`src/rtl/noise_gen_pkg.sv`:
```
// rtl/noise_gen_pkg.sv - shared widths and state encoding for the sqrt evaluator
// Optional feature macro: SQRT_ROUND_EN (adds the ROUND state).
package noise_gen_pkg;

  localparam int E_W       = 31;
  localparam int F_W       = 20;
  localparam int RAD_W     = 40;
  localparam int SQRT_ITER = 20;
  // Remainder never exceeds 2*root, so two bits above the root width suffice.
  localparam int REM_W     = F_W + 2;
  localparam int CNT_W     = 5;

`ifdef SQRT_ROUND_EN
  typedef enum logic [1:0] {
    ST_IDLE  = 2'd0,
    ST_CALC  = 2'd1,
    ST_DONE  = 2'd2,
    ST_ROUND = 2'd3
  } sqrt_state_t;
`else
  typedef enum logic [1:0] {
    ST_IDLE = 2'd0,
    ST_CALC = 2'd1,
    ST_DONE = 2'd2
  } sqrt_state_t;
`endif

endpackage

```
`src/rtl/sqrt_step.sv`:
```
// rtl/sqrt_step.sv - one restoring square-root digit step (combinational)
module sqrt_step
  import noise_gen_pkg::*;
(
  input  logic [REM_W-1:0] i_rem,
  input  logic [F_W-1:0]   i_root,
  input  logic [1:0]       i_bits,
  output logic [REM_W-1:0] o_rem,
  output logic [F_W-1:0]   o_root
);

  logic [REM_W+1:0] w_shifted;
  logic [REM_W+1:0] w_trial;
  logic [REM_W+1:0] w_diff;
  logic             w_unused;

  assign w_shifted = {i_rem, i_bits};
  assign w_trial   = {2'b00, i_root, 2'b01};
  assign w_diff    = w_shifted - w_trial;

  // Top bits of the difference are zero whenever it is kept; root MSB is
  // always zero before the final shift.
  assign w_unused = ^{w_diff[REM_W+1:REM_W], i_root[F_W-1]};

  // Trial subtract: keep the difference and append a 1 if it fits, else restore.
  always_comb begin
    o_rem  = w_shifted[REM_W-1:0];
    o_root = {i_root[F_W-2:0], 1'b0};
    if (w_shifted >= w_trial) begin
      o_rem  = w_diff[REM_W-1:0];
      o_root = {i_root[F_W-2:0], 1'b1};
    end
  end

endmodule

```
`src/rtl/sqrt_eval.sv`:
```
// rtl/sqrt_eval.sv - iterative sqrt(2*e) evaluator, u4.16 result
// Optional feature macro: SQRT_ROUND_EN (round-to-nearest via extra ROUND state).
module sqrt_eval
  import noise_gen_pkg::*;
(
  input  logic           clk,
  input  logic           rst,
  input  logic           in_valid,
  output logic           in_ready,
  input  logic [E_W-1:0] e_in,
  output logic           out_valid,
  input  logic           out_ready,
  output logic [F_W-1:0] f_out
);

  sqrt_state_t      r_state;
  sqrt_state_t      w_next;
  logic [RAD_W-1:0] r_rad;
  logic [F_W-1:0]   r_root;
  logic [REM_W-1:0] r_rem;
  logic [CNT_W-1:0] r_cnt;
  logic [REM_W-1:0] w_step_rem;
  logic [F_W-1:0]   w_step_root;
  logic             w_accept;
  logic             w_last_iter;
  logic             w_unused;

  // Bits 30:28 of the operand carry no information from the log stage.
  assign w_unused    = ^e_in[E_W-1:28];
  assign w_accept    = in_valid && (r_state == ST_IDLE);
  assign w_last_iter = (r_cnt == CNT_W'(SQRT_ITER - 1));
  assign f_out       = r_root;

  sqrt_step u_step (
    .i_rem  (r_rem),
    .i_root (r_root),
    .i_bits (r_rad[RAD_W-1:RAD_W-2]),
    .o_rem  (w_step_rem),
    .o_root (w_step_root)
  );

  // State register; reset wins over any handshake on the same edge.
  always_ff @(posedge clk) begin
    if (rst) r_state <= ST_IDLE;
    else     r_state <= w_next;
  end

  // Next-state and handshake outputs.
  always_comb begin
    w_next    = r_state;
    in_ready  = 1'b0;
    out_valid = 1'b0;
    case (r_state)
      ST_IDLE: begin
        in_ready = 1'b1;
        if (in_valid) w_next = ST_CALC;
      end
      ST_CALC: begin
`ifdef SQRT_ROUND_EN
        if (w_last_iter) w_next = ST_ROUND;
`else
        if (w_last_iter) w_next = ST_DONE;
`endif
      end
`ifdef SQRT_ROUND_EN
      ST_ROUND: w_next = ST_DONE;
`endif
      ST_DONE: begin
        out_valid = 1'b1;
        if (out_ready) w_next = ST_IDLE;
      end
      default: w_next = ST_IDLE;
    endcase
  end

  // Datapath: capture operand, iterate one root bit per cycle, optional rounding.
  always_ff @(posedge clk) begin
    if (rst) begin
      r_rad  <= '0;
      r_root <= '0;
      r_rem  <= '0;
      r_cnt  <= '0;
    end else begin
      case (r_state)
        ST_IDLE: begin
          if (w_accept) begin
            r_rad  <= {3'b000, e_in[27:0], 9'b0};
            r_root <= '0;
            r_rem  <= '0;
            r_cnt  <= '0;
          end
        end
        ST_CALC: begin
          r_rad  <= {r_rad[RAD_W-3:0], 2'b00};
          r_root <= w_step_root;
          r_rem  <= w_step_rem;
          r_cnt  <= r_cnt + CNT_W'(1);
        end
`ifdef SQRT_ROUND_EN
        // rem > root means sqrt lies at or above root + 0.5.
        ST_ROUND: begin
          if (({2'b00, r_root} < r_rem) && (r_root != {F_W{1'b1}})) begin
            r_root <= r_root + F_W'(1);
          end
        end
`endif
        default: begin
        end
      endcase
    end
  end

endmodule

```
`config.mk`:
```
export PLATFORM = sky130hd
export DESIGN_NAME = sqrt_eval
export DESIGN_NICKNAME = d
export VERILOG_FILES = /design/src/rtl/noise_gen_pkg.sv /design/src/rtl/sqrt_step.sv /design/src/rtl/sqrt_eval.sv
export SDC_FILE = /design/constraint.sdc
export NUM_CORES = 1
export LEC_CHECK = 0
export BUFFER_PORTS_ARGS = -buffer_cell sky130_fd_sc_hd__buf_2
export CAP_MARGIN = 30
export CORE_UTILIZATION = 29
export DETAILED_ROUTE_END_ITERATION = 12
export HOLD_SLACK_MARGIN = 0.06
export PLACE_DENSITY = 0.5
export RECOVER_POWER = 50
export SYNTH_ARGS = -nofsm -noshare
export SYNTH_HDL_FRONTEND = slang
export SYNTH_SLANG_ARGS = --single-unit
```
`constraint.sdc`:
```
create_clock -name clk -period 2.48 [get_ports clk]
set_clock_uncertainty 0.2 [all_clocks]
set_input_delay 0.496 -clock clk [delete_from_list [all_inputs] [get_ports clk]]
set_output_delay 0.496 -clock clk [all_outputs]
set_load 0.02 [all_outputs]
```
==> results.cfg, run 1 <==
[outcome]
outcome = finished, violations left
violations = setup timing

[die]
ioPinCount = 57
rows = 45
fp.dieW_um = 127
start_util_pct = 29.8
die-area_um2 = 16200
core_area_um2 = 15300
dieHeight_um = 127

[clocking]
htree_num_levels = 3
clk_latency_ns = 0.34
clk_pin_slew_ns = 0.07
cts-root-buf = clkbuf_16
clockBufferDepth = 2
ctsHoldBuffers = 0
cts_tree = yes
cts_buffers = 9
numClockSinks = 80

[timing]
finalHoldViolCount = 0
relSlewSlack_pct = 25.7
rsz0062_at_grt = yes
maxSlewViolCount = 0
setup_viol = 2
tightest_slew_ns = 1.11
setup_slack_ns = -0.0208
fmax_mhz = 400
fin_crit_sh_pct = 101
min_period_ns = 2.50

[power_and_ir_drop]
vdd_drop_max_uv = 373
p_leak_nw = 2.63
power.density_nw_per_um2 = 891
power_mw = 5.51

[logic_synthesis]
syn_nets = 651
ys.warnings.count = 0
syn_area_um2 = 4550
yosysUniqueCellTypes = 55
netlist_instances = 593
avgSynthCellArea_um2 = 7.68
ys_seq_elements = 80
seq_area_frac_synth_pct = 35.2
synthArstFlopShare_pct = 0
synth_ff_type = dfxtp_1
synth-edff-count = 0

[critical_path]
startpoint_type = flop
r2r_start = f_out[5]$_SDFFE_PP0P_
cp-end-kind = flop
slowest_delay_ns = 0.33
crit_chain = inv_2, ha_4, a211oi_2, o21ai_2, a21oi_2, nand2_2, a211oi_4, buf_6, mux2i_2, o21ai_1
slowest_stage = dfxtp_2
crit_family = compound AO/OA/AOI/OAI gates
cp_data_arrival_time_ns = 2.54
worstPathRequired_ns = 2.51
r2r_cells = 10
r2r_end = r_rem[2]$_SDFFE_PP0P_
rrSetupSlack_ns = -0.02
crit_type = reg2reg
crit_fanout = 8
crit_buf_inv = 2

[flow_run]
maxCapViolCount = 0

[hold_path]
worstHoldPathCells = 3
hold_path_end = r_rad[10]$_SDFFE_PP0P_
hp-class = in2reg
hold_path_startpoint = e_in[1]

[detailed_routing]
vias_per_cell = 4.87
dr.pass1.iters = 4
initialDrtViolationCount = 216
finalWirelength_mm = 12.4
postRouteAntennaNets = 0
remaining_drc_errors = 0
vias = 4446
wire_per_inst_um = 13.6

[layout]
fillers = 1550
seq_area_um2 = 1650
antenna-diode-count = 0
stdcell_count = 913
layout-drive-gt1-share_pct = 31.2
final_nets = 755
multiInputGateArea_um2 = 2990
synthToLayoutAreaGrowth_pct = 35.9

[grt]
grt_overflow = 0
grtUsageTotal_pct = 16.2
antenna_found_initial = 0
grt_pass1_vias = 4384
grt_max_degree = 33
grt_pass1_wl_mm = 21.1

[placed_design]
place_inst = 894
place_congestion = 0.861
dpl.hpwl_mm = 8.79
port_buffers = 53
## how the worst max path moves through the flow
stage / startpoint / cells after the start / slack [ns] / endpoint
global route: f_out[5]$_SDFFE_PP0P_ / 10 / -0.11 / r_rem[2]$_SDFFE_PP0P_
floorplan: f_out[0]$_SDFFE_PP0P_ / 10 / 0.002 / r_rem[10]$_SDFFE_PP0P_
CTS: f_out[5]$_SDFFE_PP0P_ / 10 / -0.02 / r_rem[2]$_SDFFE_PP0P_
finish: f_out[5]$_SDFFE_PP0P_ / 10 / -0.02 / r_rem[2]$_SDFFE_PP0P_
detailed placement: f_out[7]$_SDFFE_PP0P_ / 11 / -0.10 / r_rem[2]$_SDFFE_PP0P_
global placement: f_out[4]$_SDFFE_PP0P_ / 9 / -0.08 / r_rem[21]$_SDFFE_PP0P_
## kinds of logic after synthesis
| kind of cell | share of synthesized area [%] |
|---|---|
| adders and majority gates | 6.32 |
| DFF | 35.2 |
| and+or+nand+nor | 24.2 |
| AOI/OAI and AO/OA | 21.7 |
| buffers and inverters | 6.32 |
| muxes | 2.64 |
| xor gates and xnor gates | 3.65 |
## cells in the mapped netlist, drive strengths merged, types with 13 or more instances
| library cell | n | area, µm² |
|---|---|---|
| nor3 | 32 | 165 |
| a21oi | 43 | 215 |
| o21ai | 35 | 179 |
| clkbuf | 31 | 116 |
| nor2b | 30 | 188 |
| dfxtp | 80 | 1600 |
| nor2 | 124 | 465 |
| xnor2 | 13 | 114 |
| a22oi | 23 | 173 |
| ha | 23 | 288 |
| nand2 | 28 | 108 |
| inv | 27 | 101 |
## worst register-to-register path: cells and delay by family (launching register included)
family	cells	cell delay, ns
adder cells (fa/ha/maj)	1	0.25
flip-flops	1	0.33
AO/OA/AOI/OAI	5	0.99
buffers and inverters	2	0.26
multiplexers	1	0.26
AND/OR/NAND/NOR	1	0.10
## routing by layer
metal	share of wire [%]	routed length [µm]	track usage [%]	up-vias
met4	1.4	168	5.53	0
met5	0	0	0	-
met3	3.1	390	3.31	12
li1	-	-	-	2271
met1	48	5930	20.5	2090
met2	48	5900	27.4	73
## registers in the layout, summed over array words and instances, names as in the netlist
register and cells:
f_out 20, r_state 2, r_cnt 5, r_rem 22
r_rad 31
## what timing repair did
| item | in CTS | in global routing |
|---|---|---|
| setup endpoints to repair | 21 | 23 |
| gates resized for setup | 23 | 16 |
| setup buffers | 1 | 2 |
| pin swaps | 12 | 7 |
## per-stage QoR
stage	instance area (µm²)	hold slack (ns)	TNS (ns)	utilization, %	setup WS, ns
finish	6190	0.211	-0.0314	40.5	-0.0208
global route	6190	0.210	-1.54	40.5	-0.107
CTS	6110	0.198	-0.0497	40.1	-0.0169
detailed placement	5690	0.273	-0.548	37.3	-0.100
global placement	5690	0.264	-0.342	37.3	-0.0752
floorplan	4790	0.245	0	-	0.00155
## cell usage in the layout, fill, tap and decap left out, types with 4 or more instances in the layout
cell       count
nand2_1       26
a21o_1         7
xnor2_1       12
xor2_1         6
inv_2         11
o21ai_2        5
buf_2         41
a22oi_1       23
buf_6          5
o21ai_1       25
mux2i_1       10
o21ai_0        5
clkbuf_1      14
a32oi_1        9
dfxtp_1       60
dfxtp_2       12
nand3_1        5
clkbuf_16     10
nor2_1       124
a21oi_2        4
nand4_1       10
inv_1         17
dfxtp_4        8
buf_4         72
a21oi_1       39
nor2b_1       28
nor3_1        31
ha_1           6
o21a_1         4
ha_4          15
## area by class of cell
type                            instances  share of cell area, %
Multi-Input combinational cell        445                   48.3
Sequential cell                        80                   26.6
Timing Repair Buffer                  133                   14.1
Clock buffer                           11                   4.27
Tap cell                              211                   4.27
Inverter                               28                   1.70
Clock inverter                          5                  0.728
## report_power, final
part | total [mW] | leakage, nW | internal [mW] | switching (mW)
logic | 2.68 | 1.82 | 1.37 | 1.31
registers | 1.47 | 0.667 | 1.39 | 0.0812
clock network | 1.36 | 0.150 | 0.783 | 0.577
total | 5.51 | 2.63 | 3.55 | 1.96
Power figures use the tool's default switching activity.
==> inputs of run 2 (changes only) <==
--- a/config.mk
+++ b/config.mk
@@ -11,7 +11,7 @@
 export DETAILED_ROUTE_END_ITERATION = 12
 export HOLD_SLACK_MARGIN = 0.06
 export PLACE_DENSITY = 0.5
-export RECOVER_POWER = 50
+export RECOVER_POWER = 100
 export SYNTH_ARGS = -nofsm -noshare
 export SYNTH_HDL_FRONTEND = slang
 export SYNTH_SLANG_ARGS = --single-unit
==> results.cfg, run 2 (synthesis gave the netlist of run 1 again) <==
[outcome]
outcome = finished, violations left
violations = setup timing

[placed_design]
place_congestion = 0.861
port_buffers = 53
dpl.hpwl_mm = 8.79

[layout]
final_nets = 755
final_common_cell = nor2_1
multiInputGateArea_um2 = 2980
synthToLayoutAreaGrowth_pct = 35.3
mostFrequentLayoutCells = 124 x nor2_1, 70 x buf_4, 60 x dfxtp_1
layout-drive-gt1-share_pct = 29.3
largest_reg_flops = 31
fillers = 1565
utilization_pct = 40.4
seq_area_um2 = 1650
largest-register = r_rad
antenna-diode-count = 0

[clocking]
cts_buffers = 9
clk_latency_ns = 0.34
clockBufferDepth = 2
htree_num_levels = 3
clk_pin_slew_ns = 0.06
numClockSinks = 80
cts_tree = yes
ctsHoldBuffers = 0
cts-root-buf = clkbuf_16

[timing]
rsz0062_at_grt = yes
fmax_mhz = 402
maxSlewViolCount = 0
finalHoldViolCount = 0
relSlewSlack_pct = 25.6
setup_tns_ns = -0.0157
setup_slack_ns = -0.00890
fin_crit_sh_pct = 100
tightest_slew_ns = 1.12
setup_viol = 2
min_period_ns = 2.49

[power_and_ir_drop]
power.density_nw_per_um2 = 893
p_leak_nw = 2.59
vdd_drop_max_uv = 373
power_mw = 5.50

[grt]
grt_pass1_wl_mm = 21.1
grtUsageTotal_pct = 16.2
antenna_found_initial = 0
grt_max_degree = 33
grt_overflow = 0
grt_pass1_vias = 4384

[die]
fp.dieW_um = 127
dieHeight_um = 127
core_area_um2 = 15300
rows = 45
start_util_pct = 29.8
die-area_um2 = 16200
ioPinCount = 57

[flow_run]
maxCapViolCount = 0

[critical_path]
worstPathRequired_ns = 2.52
startpoint_type = flop
crit_type = reg2reg
cp-end-kind = flop
cp_data_arrival_time_ns = 2.53
crit_fanout = 8

[detailed_routing]
initialDrtViolationCount = 204
wire_per_inst_um = 13.6
dr.pass1.iters = 4
postRouteAntennaNets = 0
finalWirelength_mm = 12.4
remaining_drc_errors = 0
vias = 4429
vias_per_cell = 4.85

[hold_path]
hp-class = in2reg
-- run 2: layout make-up --
| cell class | count | share of cell area [%] |
|---|---|---|
| repair buffers | 133 | 13.9 |
| clock inverters | 5 | 0.731 |
| clock buffers | 11 | 4.29 |
| inverters | 28 | 1.71 |
| multi-input cells | 445 | 48.4 |
| flip-flops and latches | 80 | 26.7 |
| well taps | 211 | 4.29 |
-- run 2: layer usage --
metal | wire length, µm | part of all wire, % | global-route usage (%)
met5 | 0 | 0 | 0
met4 | 169 | 1.4 | 5.53
met3 | 420 | 3.4 | 3.31
met2 | 5860 | 47 | 27.4
met1 | 5940 | 48 | 20.5
-- run 2: path summary, 6_finish.rpt --
check | from | to | slack, ns | cells after the start
hold / removal | e_in[1] | r_rad[10]$_SDFFE_PP0P_ | 0.21 | 3
setup / recovery | f_out[6]$_SDFFE_PP0P_ | r_rem[1]$_SDFFE_PP0P_ | -0.009 | 10
setup reg to reg | f_out[6]$_SDFFE_PP0P_ | r_rem[1]$_SDFFE_PP0P_ | -0.009 | 10
hold reg to reg | r_cnt[4]$_SDFFE_PP0P_ | r_cnt[4]$_SDFFE_PP0P_ | 0.28 | 2
-- run 2: where the power goes --
| part | total [mW] | internal, mW | switching (mW) |
|---|---|---|---|
| combinational | 2.67 | 1.37 | 1.30 |
| clock | 1.36 | 0.783 | 0.576 |
| sequential | 1.47 | 1.39 | 0.0814 |
-- run 2: stage by stage --
stage	hold WS [ns]	cells	setup slack [ns]	instance area, µm²
6_report	0.212	913	-0.00890	6160
5_1_grt	0.210	913	-0.107	6160
4_1_cts	0.198	911	-0.0169	6110
3_5_place_dp	0.273	894	-0.100	5690
3_3_place_gp	0.264	894	-0.0752	5690
2_1_floorplan	0.245	593	0.00155	4790
-- run 2: timing repair --
action                     CTS  global route
pin swaps                   12             7
setup buffers                1             2
setup endpoints to repair   21            23
gates resized for setup     23            16
-- run 2: critical path, stage by stage, from the launching register on --
cell	delay (ns)
dfxtp_2	0.33
inv_2	0.04
ha_4	0.28
nand4_1	0.15
or4_4	0.53
nor3_4	0.12
o31a_2	0.17
a211oi_4	0.06
buf_6	0.18
mux2i_1	0.12
a22o_1	0.19
